`src/rtl/fence_pkg.sv`:
```
// Shared types and sizing for the geofence front-end: coordinate widths,
// cross-product width and the load/sort/output state encoding.
package fence_pkg;

  localparam int unsigned W           = 10;
  localparam int unsigned N           = 6;
  localparam int unsigned DW          = W + 1;
  localparam int unsigned CW          = 2 * W + 3;
  localparam int unsigned SORT_CYCLES = (N - 1) * (N - 2) / 2;
  localparam int unsigned IW          = 3;
  localparam int unsigned SCW         = 4;

  typedef enum logic [1:0] {
    LOAD = 2'd0,
    SORT = 2'd1,
    OUT  = 2'd2
  } state_e;

endpackage

```
`src/rtl/fence_sorter_cross_sign.sv`:
```
// Sign of the 2-D cross product (b-a) x (c-a); neg_o=1 means c lies clockwise of b
// as seen from anchor a. Full-width signed arithmetic, no truncation.
module cross_sign
  import fence_pkg::*;
(
  input  logic [W-1:0] ax_i,
  input  logic [W-1:0] ay_i,
  input  logic [W-1:0] bx_i,
  input  logic [W-1:0] by_i,
  input  logic [W-1:0] cx_i,
  input  logic [W-1:0] cy_i,
  output logic         neg_o
);

  logic signed [DW-1:0] dxb_s, dyb_s, dxc_s, dyc_s;
  logic signed [CW-1:0] dxb_e_s, dyb_e_s, dxc_e_s, dyc_e_s;
  logic signed [CW-1:0] p1_s, p2_s, c_s;

  // Deltas fit DW bits as two's complement; products are done at CW bits
  always_comb begin
    dxb_s   = {1'b0, bx_i} - {1'b0, ax_i};
    dyb_s   = {1'b0, by_i} - {1'b0, ay_i};
    dxc_s   = {1'b0, cx_i} - {1'b0, ax_i};
    dyc_s   = {1'b0, cy_i} - {1'b0, ay_i};
    dxb_e_s = {{(CW - DW){dxb_s[DW-1]}}, dxb_s};
    dyb_e_s = {{(CW - DW){dyb_s[DW-1]}}, dyb_s};
    dxc_e_s = {{(CW - DW){dxc_s[DW-1]}}, dxc_s};
    dyc_e_s = {{(CW - DW){dyc_s[DW-1]}}, dyc_s};
    p1_s    = dxb_e_s * dyc_e_s;
    p2_s    = dxc_e_s * dyb_e_s;
    c_s     = p1_s - p2_s;
    neg_o   = c_s[CW-1];
  end

endmodule

```
`src/rtl/fence_sorter.sv`:
```
// Geofence front-end: loads object + N vertices, bubble-sorts vertices 1..N-1
// counter-clockwise around vertex 0, then streams object and vertices out.
module fence_sorter
  import fence_pkg::*;
(
  input  logic         clk,
  input  logic         reset,
  input  logic         in_valid,
  output logic         in_ready,
  input  logic [W-1:0] X,
  input  logic [W-1:0] Y,
  output logic         out_valid,
  input  logic         out_ready,
  output logic [W-1:0] out_x,
  output logic [W-1:0] out_y,
  output logic [2:0]   out_idx,
  output logic         out_last,
  output logic         busy
);

  state_e          state_q;
  logic [IW-1:0]   cnt_q, k_q, lim_q;
  logic [SCW-1:0]  scnt_q;
  logic [W-1:0]    obj_x_q, obj_y_q;
  logic [W-1:0]    fx_q [N];
  logic [W-1:0]    fy_q [N];
  logic            in_ready_q, out_valid_q, out_last_q, busy_q;
  logic [W-1:0]    out_x_q, out_y_q;
  logic [2:0]      out_idx_q;

  logic [IW-1:0]   k1_s, cnt_m1_s;
  logic [2:0]      idx_p1_s;
  logic [W-1:0]    bx_s, by_s, cx_s, cy_s;
  logic            neg_s;

  // Index arithmetic and operand selection for the current compare pair
  always_comb begin
    k1_s     = k_q + IW'(1);
    cnt_m1_s = cnt_q - IW'(1);
    idx_p1_s = out_idx_q + 3'd1;
    bx_s     = fx_q[k_q];
    by_s     = fy_q[k_q];
    cx_s     = fx_q[k1_s];
    cy_s     = fy_q[k1_s];
  end

  cross_sign u_cross (
    .ax_i  (fx_q[0]),
    .ay_i  (fy_q[0]),
    .bx_i  (bx_s),
    .by_i  (by_s),
    .cx_i  (cx_s),
    .cy_i  (cy_s),
    .neg_o (neg_s)
  );

  // Control FSM, point storage and registered outputs
  always_ff @(posedge clk) begin
    if (!reset) begin
      state_q     <= LOAD;
      cnt_q       <= '0;
      k_q         <= IW'(1);
      lim_q       <= IW'(N - 2);
      scnt_q      <= '0;
      in_ready_q  <= 1'b1;
      out_valid_q <= 1'b0;
      out_x_q     <= '0;
      out_y_q     <= '0;
      out_idx_q   <= 3'd0;
      out_last_q  <= 1'b0;
      busy_q      <= 1'b0;
    end else begin
      case (state_q)
        LOAD: begin
          if (in_valid) begin
            if (cnt_q == IW'(0)) begin
              obj_x_q <= X;
              obj_y_q <= Y;
            end else begin
              fx_q[cnt_m1_s] <= X;
              fy_q[cnt_m1_s] <= Y;
            end
            if (cnt_q == IW'(N)) begin
              state_q    <= SORT;
              in_ready_q <= 1'b0;
              busy_q     <= 1'b1;
              cnt_q      <= '0;
              k_q        <= IW'(1);
              lim_q      <= IW'(N - 2);
              scnt_q     <= SCW'(SORT_CYCLES - 1);
            end else begin
              cnt_q <= cnt_q + IW'(1);
            end
          end else begin
            cnt_q <= cnt_q;
          end
        end
        SORT: begin
          // Strict negative test keeps collinear vertices in load order
          if (neg_s) begin
            fx_q[k_q]  <= cx_s;
            fy_q[k_q]  <= cy_s;
            fx_q[k1_s] <= bx_s;
            fy_q[k1_s] <= by_s;
          end else begin
            k_q <= k_q;
          end
          if (scnt_q == SCW'(0)) begin
            state_q <= OUT;
          end else begin
            scnt_q <= scnt_q - SCW'(1);
            if (k_q == lim_q) begin
              k_q   <= IW'(1);
              lim_q <= lim_q - IW'(1);
            end else begin
              k_q <= k1_s;
            end
          end
        end
        OUT: begin
          if (!out_valid_q) begin
            out_valid_q <= 1'b1;
            out_x_q     <= obj_x_q;
            out_y_q     <= obj_y_q;
            out_idx_q   <= 3'd0;
            out_last_q  <= 1'b0;
          end else if (out_ready) begin
            if (out_last_q) begin
              state_q     <= LOAD;
              out_valid_q <= 1'b0;
              out_x_q     <= '0;
              out_y_q     <= '0;
              out_idx_q   <= 3'd0;
              out_last_q  <= 1'b0;
              in_ready_q  <= 1'b1;
              busy_q      <= 1'b0;
            end else begin
              // out_idx k shows f[k-1], so the next point is f[out_idx]
              out_x_q    <= fx_q[out_idx_q];
              out_y_q    <= fy_q[out_idx_q];
              out_idx_q  <= idx_p1_s;
              out_last_q <= (idx_p1_s == 3'(N));
            end
          end else begin
            out_valid_q <= out_valid_q;
          end
        end
        default: begin
          state_q     <= LOAD;
          in_ready_q  <= 1'b1;
          out_valid_q <= 1'b0;
          busy_q      <= 1'b0;
        end
      endcase
    end
  end

  assign in_ready  = in_ready_q;
  assign out_valid = out_valid_q;
  assign out_x     = out_x_q;
  assign out_y     = out_y_q;
  assign out_idx   = out_idx_q;
  assign out_last  = out_last_q;
  assign busy      = busy_q;

endmodule

```
`config.mk`:
```
export PLATFORM = sky130hd
export DESIGN_NAME = fence_sorter
export DESIGN_NICKNAME = d
export VERILOG_FILES = /design/src/rtl/fence_pkg.sv /design/src/rtl/fence_sorter_cross_sign.sv /design/src/rtl/fence_sorter.sv
export SDC_FILE = /design/constraint.sdc
export NUM_CORES = 1
export LEC_CHECK = 0
export CAP_MARGIN = 20
export CORE_ASPECT_RATIO = 0.6
export CORE_MARGIN = 2
export CORE_UTILIZATION = 46
export CTS_BUF_LIST = sky130_fd_sc_hd__clkbuf_4 sky130_fd_sc_hd__clkbuf_8 sky130_fd_sc_hd__clkbuf_16
export CTS_CLUSTER_DIAMETER = 150
export DETAILED_ROUTE_END_ITERATION = 10
export PLACE_DENSITY_LB_ADDON = 0.1
export SLEW_MARGIN = 20
export SYNTH_ARGS = -nofsm -noshare
export SYNTH_HDL_FRONTEND = slang
export SYNTH_HIERARCHICAL = 1
export SYNTH_SLANG_ARGS = --single-unit
```
`constraint.sdc`:
```
create_clock -name clk -period 11.2 [get_ports clk]
set_clock_uncertainty 0.05 [all_clocks]
set_input_delay 2.8 -clock clk [delete_from_list [all_inputs] [get_ports clk]]
set_output_delay 2.8 -clock clk [all_outputs]
set_load 0.05 [all_outputs]
```
# --- Yosys cells after proc, flatten, opt, wreduce, memory -nomap -nowiden ---
# Memory sizes are Yosys's and may differ from the RTL's. A register that Yosys moved wholly into a read port is not among the register bits.
# Cells that the tools add are included.
classes:
  n_eq_ne: 14
  bitwise_logic: 1
  n_mux: 73
  shift: 0
  n_addsub: 11
  n_reduce_logical: 14
  n_mul: 2
  div_mod_pow: 0
  order_cmp: 0
op_table:
  columns: ["op", "n"]
  rows:
  - ["$mux W10", 8]
  - ["$mux W3", 22]
  - ["$mul A11 B11 Y22", 2]
  - ["$sub A10 B10 Y11", 4]
  - ["$mux W1", 27]
  - ["$sub A23 B23 Y23", 1]
  - ["$reduce_or A10 Y1", 2]
  - ["$ne A2 B2 Y1 const B", 9]
  - ["$mux W2", 6]
  - ["$mux W4", 3]
  - ["$pmux W3 S2", 2]
  - ["$reduce_and A6 Y1", 2]
  - ["$add A3 B1 Y3 const B", 3]
  - ["$pmux W4 S2", 1]
  - ["$reduce_and A4 Y1", 2]
  - ["$eq A3 B3 Y1 const B", 2]
  - ["$pmux W1 S3", 2]
  - ["$pmux W2 S3", 1]
  - ["$sub A3 B1 Y3 const B", 2]
  - ["$reduce_and A5 Y1", 1]
  - ["$logic_not A4 Y1", 1]
  - ["$reduce_and A2 Y1", 2]
  - ["$sub A4 B1 Y4 const B", 1]
  - ["$eq A3 B3 Y1", 1]
  - ["8 further kinds", 8]
word_totals:
  mem_bits_ro: 0
  mem_count: 2
  latchBits: 0
  output_inout_bits: 27
  reg_bits: 62
  mem_bits_rw: 120
  wordCells: 131
  in_bits: 24
mem_list:
  columns: ["name", "depth", "word_bits", "read_ports", "rd_ports_with_merged_regs", "write_ports", "line_no", "rtl"]
  rows:
  - ["fx_q", 6, 10, 4, 2, 2, "fence_sorter.sv:25", "logic [W-1:0] fx_q [N];"]
  - ["fy_q", 6, 10, 4, 2, 2, "fence_sorter.sv:26", "logic [W-1:0] fy_q [N];"]

# --- Logic depth before layout (Yosys ltp) ---
# Gate-level depths: netlist (run 1).
# An unclocked memory read counts as a cell.
logic_depth:
  word_depth: 11
  ltp_mapped: 46
  depth_no_buf: 41

# --- Hierarchy ---
# The synthesis (run 1) kept the hierarchy.
modules_own_cells:
  columns: ["module", "cells_per_inst", "area_each_um2", "instances", "seq_area_each_um2"]
  rows:
  - ["cross_sign", 1221, 11104.4, 1, 0.0]
  - ["fence_sorter", 1042, 11074.4, 1, 5165.0]

# --- Worst setup path after synthesis (run 1) ---
# Ideal clock, no wire load.
synth_path:
  path_kind: "flip-flop to flip-flop"
  from: "register with a tool-made name"
  to: "memory fx_q[2][0] (enable)"
  setup_time_ns: 0.425
  t_arrival_ns: 10.587
  path_slack_ns: 0.138
  n_path_buf: 4
  period_less_slack_ns: 11.062
  t_required_ns: 10.725
  path_stages_with_launch: 39
  cell_sequence: "dfxtp_1 clkbuf_1 mux4_2 mux2_1 inv_1 ha_1 inv_1 fa_1 a21o_1 a21oi_4 o21bai_2 a311o_2 xor2_1 clkbuf_1 nand2_1 fa_1 inv_1 fa_1 [3 not listed] fa_1 fa_1 fa_1 inv_1 fa_1 inv_1 ha_1 a21o_1 a21oi_1 o22ai_1 a211o_1 a21oi_1 xnor2_1 nand4b_1 buf_2 buf_1 o32a_1 o21ai_0"
synth_lines:
  columns: ["element", "line_no"]
  rows:
  - ["end: declaration", "fence_sorter.sv:25"]

==> metrics.md, run 1 <==
| Metric | Value |
|---|---|
| Status | finished, final reports clean |
| Most frequently used flop master after synthesis | edfxtp_1 |
| Buffers on Ports | 50 |
| Max Cap Viol | 0 |
| Power per Cell Area | 130.2 mW/mm^2 |
| Mapped cell area | 0.02218 mm^2 |
| Area grow syn2layout | 11.61% |
| Crit path DAT | 10.82 ns |
| Crit Path Class | reg2reg |
| Area after DPL | 0.02404 mm^2 |
| Core Area | 0.04771 mm^2 |
| HP Class | reg2reg |
| Pin count of the biggest net entering global routing | 72 |
| Post-CTS Hold Fix Bufs | 0 |
| Number of synthesized flops with an enable pin | 140 |
| Vias in the first global route | 17,130 |
| Post-route setup slack | 0.4715 ns |
| Per-cell routed wire length | 22.81 um |
| Root buf cell | clkbuf_16 |
| Antenna Nets Post-Route | 0 |
| CTS Sinks | 188 |
| Final TNS setup | 0 ns |
| Mapped Cells | 2,263 |
| Period minus WS final | 10.73 ns |
| Router iterations before antenna repair | 6 |
| Dominant cells by area after synthesis | fa_1 (25%), edfxtp_1 (19%), ha_1 (7.3%) |
| FF-to-FF path depth | 35 |
| Post-Syn Nets | 2,695 |
| Worst path most repeated cell | fa_1 |
| YS warnings | 6 |
| Reg2reg setup slack | 0.47 ns |
| VDD IR-drop max | 0.1864 mV |
| Site row count | 62 |
| Non-filler cells in the finished layout | 3,003 |
| Vias post-DR | 17,570 |
| RSZ-0062 raised after global routing | no |
| Worst EP required | 11.29 ns |
| Crit path max fanout | 15 |
| Yosys reg bits | 188 |
| First-pass GRT wire length | 104.5 mm |
| Total GRT Usage | 27.82% |
| Overall routed net length | 68.50 mm |
| CTS Buffer Depth | 2 |
| Final Wtd Congestion | 0.9748 |
| Slew Limit Fails | 0 |
| DRC | 0 |
| F_max | 0.09321 GHz |
| Synth cell types | 72 |
| TritonCTS Buffers | 17 |
| Final period util | 95.79% |
| Critical Path Sink | fx_q[3][0] |
| Initial antenna violation count | 0 |
| Leak | 10.72 nW |
| Reg clk slew, reported paths | 0.07 ns |
| Vias per cell | 5.851 |
| Clock latency at the later pin of the worst-skew pair | 0.45 ns |
| Layout cells sized above 1 | 13.58% |
| FF-to-FF End | fx_q[3][0] |
| Vert. Die Dim | 174.1 um |
| Sequential element share of the synthesized area | 23.29% |
| Starting density of the core | 46.49% |
| Overall power | 3.223 mW |
| Slowest CP cell | fa_1 |
| Least-Margin Pin Slew | 0.9746 ns |
| Ports | 51 |
| Synth top area share | 25.18% |
| Place WS | 0.003715 ns |
| Setup violations, final | 0 |
| Cell area after layout | 0.02475 mm^2 |
| Synth Area per Inst | 9.801 um^2 |
| Chip Width | 287.5 um |
| Die area | 0.05005 mm^2 |
| CTS tree | done |
| Post-synth ARST share | 0% |
| CP max stage delay | 0.60 ns |
| Antenna fix cells | 0 |
| Layout net count | 2,782 |
| Final Hold Fails | 0 |
| DP HPWL | 54.30 mm |
| 1st-iter DRT viols | 1,994 |
| Synth area leader | fa_1 |
| Post-Place Cells | 2,969 |
| CTS H-tree lvls | 4 |
| CP Capture Type | register |
| Crit path launch type | register |
| Grt ovf | 0 |
| Worst rel slew slack | 34.53% |
-- critical path: cells and delay by family, from the launching register on --
kind	cells	cell delay (ns)
buffers and inverters	8	1.31
multiplexers	2	0.68
flip-flops	1	0.38
AO/OA/AOI/OAI	11	2.43
AND/OR/NAND/NOR	2	0.47
adder cells (fa/ha/maj)	10	4.55
XOR/XNOR	2	0.54
-- final cells by class --
| type | instances | area (um^2) |
|---|---|---|
| fill | 4387 | 22950 |
| inverter | 337 | 1265 |
| clock buffer | 18 | 432.9 |
| timing repair buffer | 187 | 1608 |
| sequential | 188 | 5175 |
| multi-input combinational | 1619 | 15320 |
| clock inverter | 14 | 151.4 |
| tap | 640 | 800.8 |
-- synth_stat cells (all sizes together), types with 3 or more instances --
cell type  instances
mux2i             62
mux4              40
o21bai             3
xor2              24
o31ai              6
o221a             21
a211oi             3
nand2            131
o31a               3
a31oi            143
nand2b            40
ha               129
dfxtp             48
a31o               6
nor4              25
and2              19
a21boi            11
nand4              8
nor2b             18
xnor2             39
o21ba              3
clkbuf            75
o22ai              4
or2               12
nor2             220
and3               8
a21oi             54
a21o              17
o21ai            116
edfxtp           140
buf               44
mux2              43
or3                8
nor3              31
inv              337
o21a              21
fa               279
or4                3
nand3             42
o211ai             4
-- per-stage QoR --
stage	hold WS (ns)	util [%]
after CTS	0.4789	51.62
after global routing	0.4977	51.89
after detailed placement	0.4641	50.38
final	0.4770	51.89
after floorplan	0.4397	-
after global placement	0.4531	50.38
-- layer usage --
metal  up-vias  GRT usage [%]  part of all wire, %
met1      8681          44.14                   47
met4         0          5.078                  1.6
li1       7890              -                    -
met2       916          36.78                   39
met5         -              0                    0
met3        85          8.675                   13
-- cell families (layout without fill, tap and decap cells) --
logic type                 Yosys count  count (layout)  share of synthesized area (%)
and+or+nand+nor                    575             575                          12.03
xor gates and xnor gates            63              63                          2.488
muxes                              145             145                          9.043
AOI/OAI and AO/OA                  428             428                          12.48
buffers and inverters              456             556                          8.214
DFF                                188             188                          23.29
adders and majority gates          408             408                          32.46
-- sequential cells by signal, indices dropped and copies added, names as in the netlist, 4 cells and up, named ones only --
signal	flops
fx_q	60
fy_q	60
obj_x_q	10
obj_y_q	10
out_x	10
out_y	10
scnt_q	4
-- repair_timing --
action                     in CTS  in global routing
gates cloned                    0                  1
setup endpoints to repair       9                240
setup buffers                   0                  1
gates resized for setup         1                 20
pin swaps                       0                  1
-- power breakdown --
group | internal [mW] | total [mW] | switching, mW
Clock | 0.320 | 0.626 | 0.305
Combinational | 0.828 | 1.84 | 1.01
Sequential | 0.756 | 0.761 | 0.00454
-- how the worst min path moves through the flow --
stage,startpoint,slack (ns),to,depth (start not counted)
after floorplan,cnt_q[0],0.44,cnt_q[0],2
after global placement,lim_q[2],0.45,lim_q[2],2
after detailed placement,out_x[3],0.46,out_x[3],2
after CTS,out_x[3],0.48,out_x[3],2
after global routing,out_x[3],0.50,out_x[3],2
final,lim_q[2],0.48,lim_q[2],2
-- placed cells by master, fill, tap and decap left out, drive strengths merged, types with 40 or more instances in the layout --
cell type        n
a31oi          143
nand2b          40
mux4            40
edfxtp         140
o21ai          116
ha             129
clkdlybuf4s50   50
nand2          131
buf            136
nand3           42
dfxtp           48
inv            346
fa             279
mux2            43
mux2i           62
a21oi           54
nor2           220
No activity file was read; power rests on OpenSTA's default activity.
==> run 2: changes to the inputs <==
--- a/config.mk
+++ b/config.mk
@@ -12,6 +12,7 @@
 export CTS_BUF_LIST = sky130_fd_sc_hd__clkbuf_4 sky130_fd_sc_hd__clkbuf_8 sky130_fd_sc_hd__clkbuf_16
 export CTS_CLUSTER_DIAMETER = 150
 export DETAILED_ROUTE_END_ITERATION = 10
+export GPL_TIMING_DRIVEN = 1
 export PLACE_DENSITY_LB_ADDON = 0.1
 export SLEW_MARGIN = 20
 export SYNTH_ARGS = -nofsm -noshare
==> results of run 2 <==
No change in the layout: final DEF, timing and power equal those of run 1.
==> run 3: changes to the inputs <==
--- a/config.mk
+++ b/config.mk
@@ -7,7 +7,7 @@
 export LEC_CHECK = 0
 export CAP_MARGIN = 20
 export CORE_ASPECT_RATIO = 0.6
-export CORE_MARGIN = 2
+export CORE_MARGIN = 4
 export CORE_UTILIZATION = 46
 export CTS_BUF_LIST = sky130_fd_sc_hd__clkbuf_4 sky130_fd_sc_hd__clkbuf_8 sky130_fd_sc_hd__clkbuf_16
 export CTS_CLUSTER_DIAMETER = 150
==> metrics.md, run 3 (same netlist as run 1, synthesis figures left out) <==
| Metric | Value |
|---|---|
| VDD IR-drop max | 0.1816 mV (was 0.1864 mV) |
| Per-cell routed wire length | 22.77 um (was 22.81 um) |
| Grt ovf | 0 (unchanged) |
| Overall routed net length | 68.32 mm (was 68.50 mm) |
| First-pass GRT wire length | 105.6 mm (was 104.5 mm) |
| Layout net count | 2,780 (was 2,782) |
| Overall power | 3.170 mW (was 3.223 mW) |
| Critical Path Sink | fy_q[5][8] (was fx_q[3][0]) |
| CTS tree | done (unchanged) |
| Initial antenna violation count | 0 (unchanged) |
| Crit path DAT | 10.88 ns (was 10.82 ns) |
| Power per Cell Area | 128.2 mW/mm^2 (was 130.2 mW/mm^2) |
| Ports | 51 (unchanged) |
| Crit path launch type | register (unchanged) |
| Chip Width | 291.5 um (was 287.5 um) |
| Starting density of the core | 46.49% (unchanged) |
| 1st-iter DRT viols | 2,199 (was 1,994) |
| DP HPWL | 54.80 mm (was 54.30 mm) |
| Post-route setup slack | 0.4581 ns (was 0.4715 ns) |
| Router iterations before antenna repair | 6 (unchanged) |
| Vias post-DR | 17,670 (was 17,570) |
| FF-to-FF path depth | 35 (unchanged) |
| Setup violations, final | 0 (unchanged) |
| Layout cells sized above 1 | 13.64% (was 13.58%) |
| Vert. Die Dim | 178.1 um (was 174.1 um) |
| Least-Margin Pin Slew | 1.067 ns (was 0.9746 ns) |
| Area grow syn2layout | 11.44% (was 11.61%) |
| Core Area | 0.04771 mm^2 (unchanged) |
| CTS Buffer Depth | 2 (unchanged) |
| Commonest non-fill, non-tap cell in the layout | inv_1 (unchanged) |
| F_max | 0.09309 GHz (was 0.09321 GHz) |
| CTS H-tree lvls | 4 (unchanged) |
| Clock latency at the later pin of the worst-skew pair | 0.47 ns (was 0.45 ns) |
| Final Wtd Congestion | 0.9694 (was 0.9748) |
| Slew Limit Fails | 0 (unchanged) |
| CTS Sinks | 188 (unchanged) |
| FF-to-FF End | fy_q[5][8] (was fx_q[3][0]) |
| Total GRT Usage | 26.68% (was 27.82%) |
| Pin count of the biggest net entering global routing | 72 (unchanged) |
| Antenna Nets Post-Route | 0 (unchanged) |
| Buffers on Ports | 50 (unchanged) |
| Reg clk slew, reported paths | 0.07 ns (about the same) |
| Final Hold Fails | 0 (unchanged) |
| Regs by FF count | fx_q: 60 flops, fy_q: 60 flops (unchanged) |
| Most frequent cells in the layout | inv_1 (335), fa_1 (279), nor2_1 (218) (was inv_1 (336), fa_1 (279), nor2_1 (217)) |
| CP max stage delay | 0.56 ns (was 0.60 ns) |
| Slowest CP cell | fa_1 (unchanged) |
| Reg2reg setup slack | 0.46 ns (was 0.47 ns) |
| DRC | 0 (unchanged) |
| Fillers | 4,408 (was 4,387) |
| Leak | 10.67 nW (was 10.72 nW) |
| Final period util | 95.91% (was 95.79%) |
| HP Class | reg2reg (unchanged) |
| Vias in the first global route | 17,340 (was 17,130) |
| TritonCTS Buffers | 17 (unchanged) |
| Crit path max fanout | 34 (was 15) |
| Worst path most repeated cell | fa_1 (unchanged) |
| Place WS | -0.08429 ns (was 0.003715 ns) |
| Worst EP required | 11.34 ns (was 11.29 ns) |
| Status | finished, final reports clean (unchanged) |
| Crit Path Class | reg2reg (unchanged) |
| Root buf cell | clkbuf_16 (unchanged) |
| Worst rel slew slack | 28.29% (was 34.53%) |
| Period minus WS final | 10.74 ns (was 10.73 ns) |
| Vias per cell | 5.888 (was 5.851) |
| Die area | 0.05191 mm^2 (was 0.05005 mm^2) |
| CP Capture Type | register (unchanged) |
| Site row count | 62 (unchanged) |
| Antenna fix cells | 0 (unchanged) |
| Max Cap Viol | 0 (unchanged) |
run 3: how the worst min path moves through the flow:
stage                  start  slack (ns)       end  cells after the start
floorplan           cnt_q[0]        0.44  cnt_q[0]                      2
global placement    in_ready        0.45  in_ready                      2
detailed placement  in_ready        0.46  in_ready                      2
CTS                 out_x[8]        0.48  out_x[8]                      2
global route        out_x[2]        0.49  out_x[2]                      2
finish              out_x[3]        0.48  out_x[3]                      2
run 3: routing by layer:
layer	GRT usage, %	wire [um]	vias to the layer above
li1	-	-	7888
met1	43.75	32670	8784
met2	35.57	26940	933
met3	6.782	7951	65
met4	3.790	760	0
met5	0	0	-
run 3: final cells by class:
class / instances / area [um^2] / area share [%]
clock buffers: 19 / 440.4 / 1.782
repair buffers: 185 / 1597 / 6.460
clock inverters: 13 / 116.4 / 0.4708
flip-flops and latches: 188 / 5176 / 20.94
inverters: 337 / 1269 / 5.133
well taps: 640 / 800.8 / 3.240
multi-input cells: 1619 / 15320 / 61.97
run 3: stage by stage:
step / std cells / TNS, ns / utilization, % / instance area [um^2] / hold WS [ns]
detailed placement: 2963 / -3.338 / 50.34 / 24020 / 0.4612
CTS: 2995 / 0 / 51.52 / 24580 / 0.4789
floorplan: 2263 / 0 / - / 22180 / 0.4397
global route: 3001 / -0.01879 / 51.80 / 24720 / 0.4946
finish: 3001 / 0 / 51.80 / 24720 / 0.4754
global placement: 2963 / 0 / 50.34 / 24020 / 0.4515
run 3: worst max-delay path: cells and delay by family, from the launching register on:
kind	cells	cell delay (ns)
compound gates	11	2.42
mux	2	0.92
buf+inv	7	0.67
simple gates	4	1.22
xor+xnor	1	0.21
fa+ha+maj	10	4.50
flops	1	0.45
run 3: timing repair:
action	4_1_cts	5_1_grt
setup endpoints to repair	186	240
hold buffers	0	0
setup buffers	0	6
resized for setup	1	16
cloned	0	0
pin swaps	0	2
run 3: report_power, final:
group	switching [mW]	internal, mW	total [mW]
logic	1.00	0.804	1.81
clock network	0.290	0.313	0.603
registers	0.00454	0.756	0.761
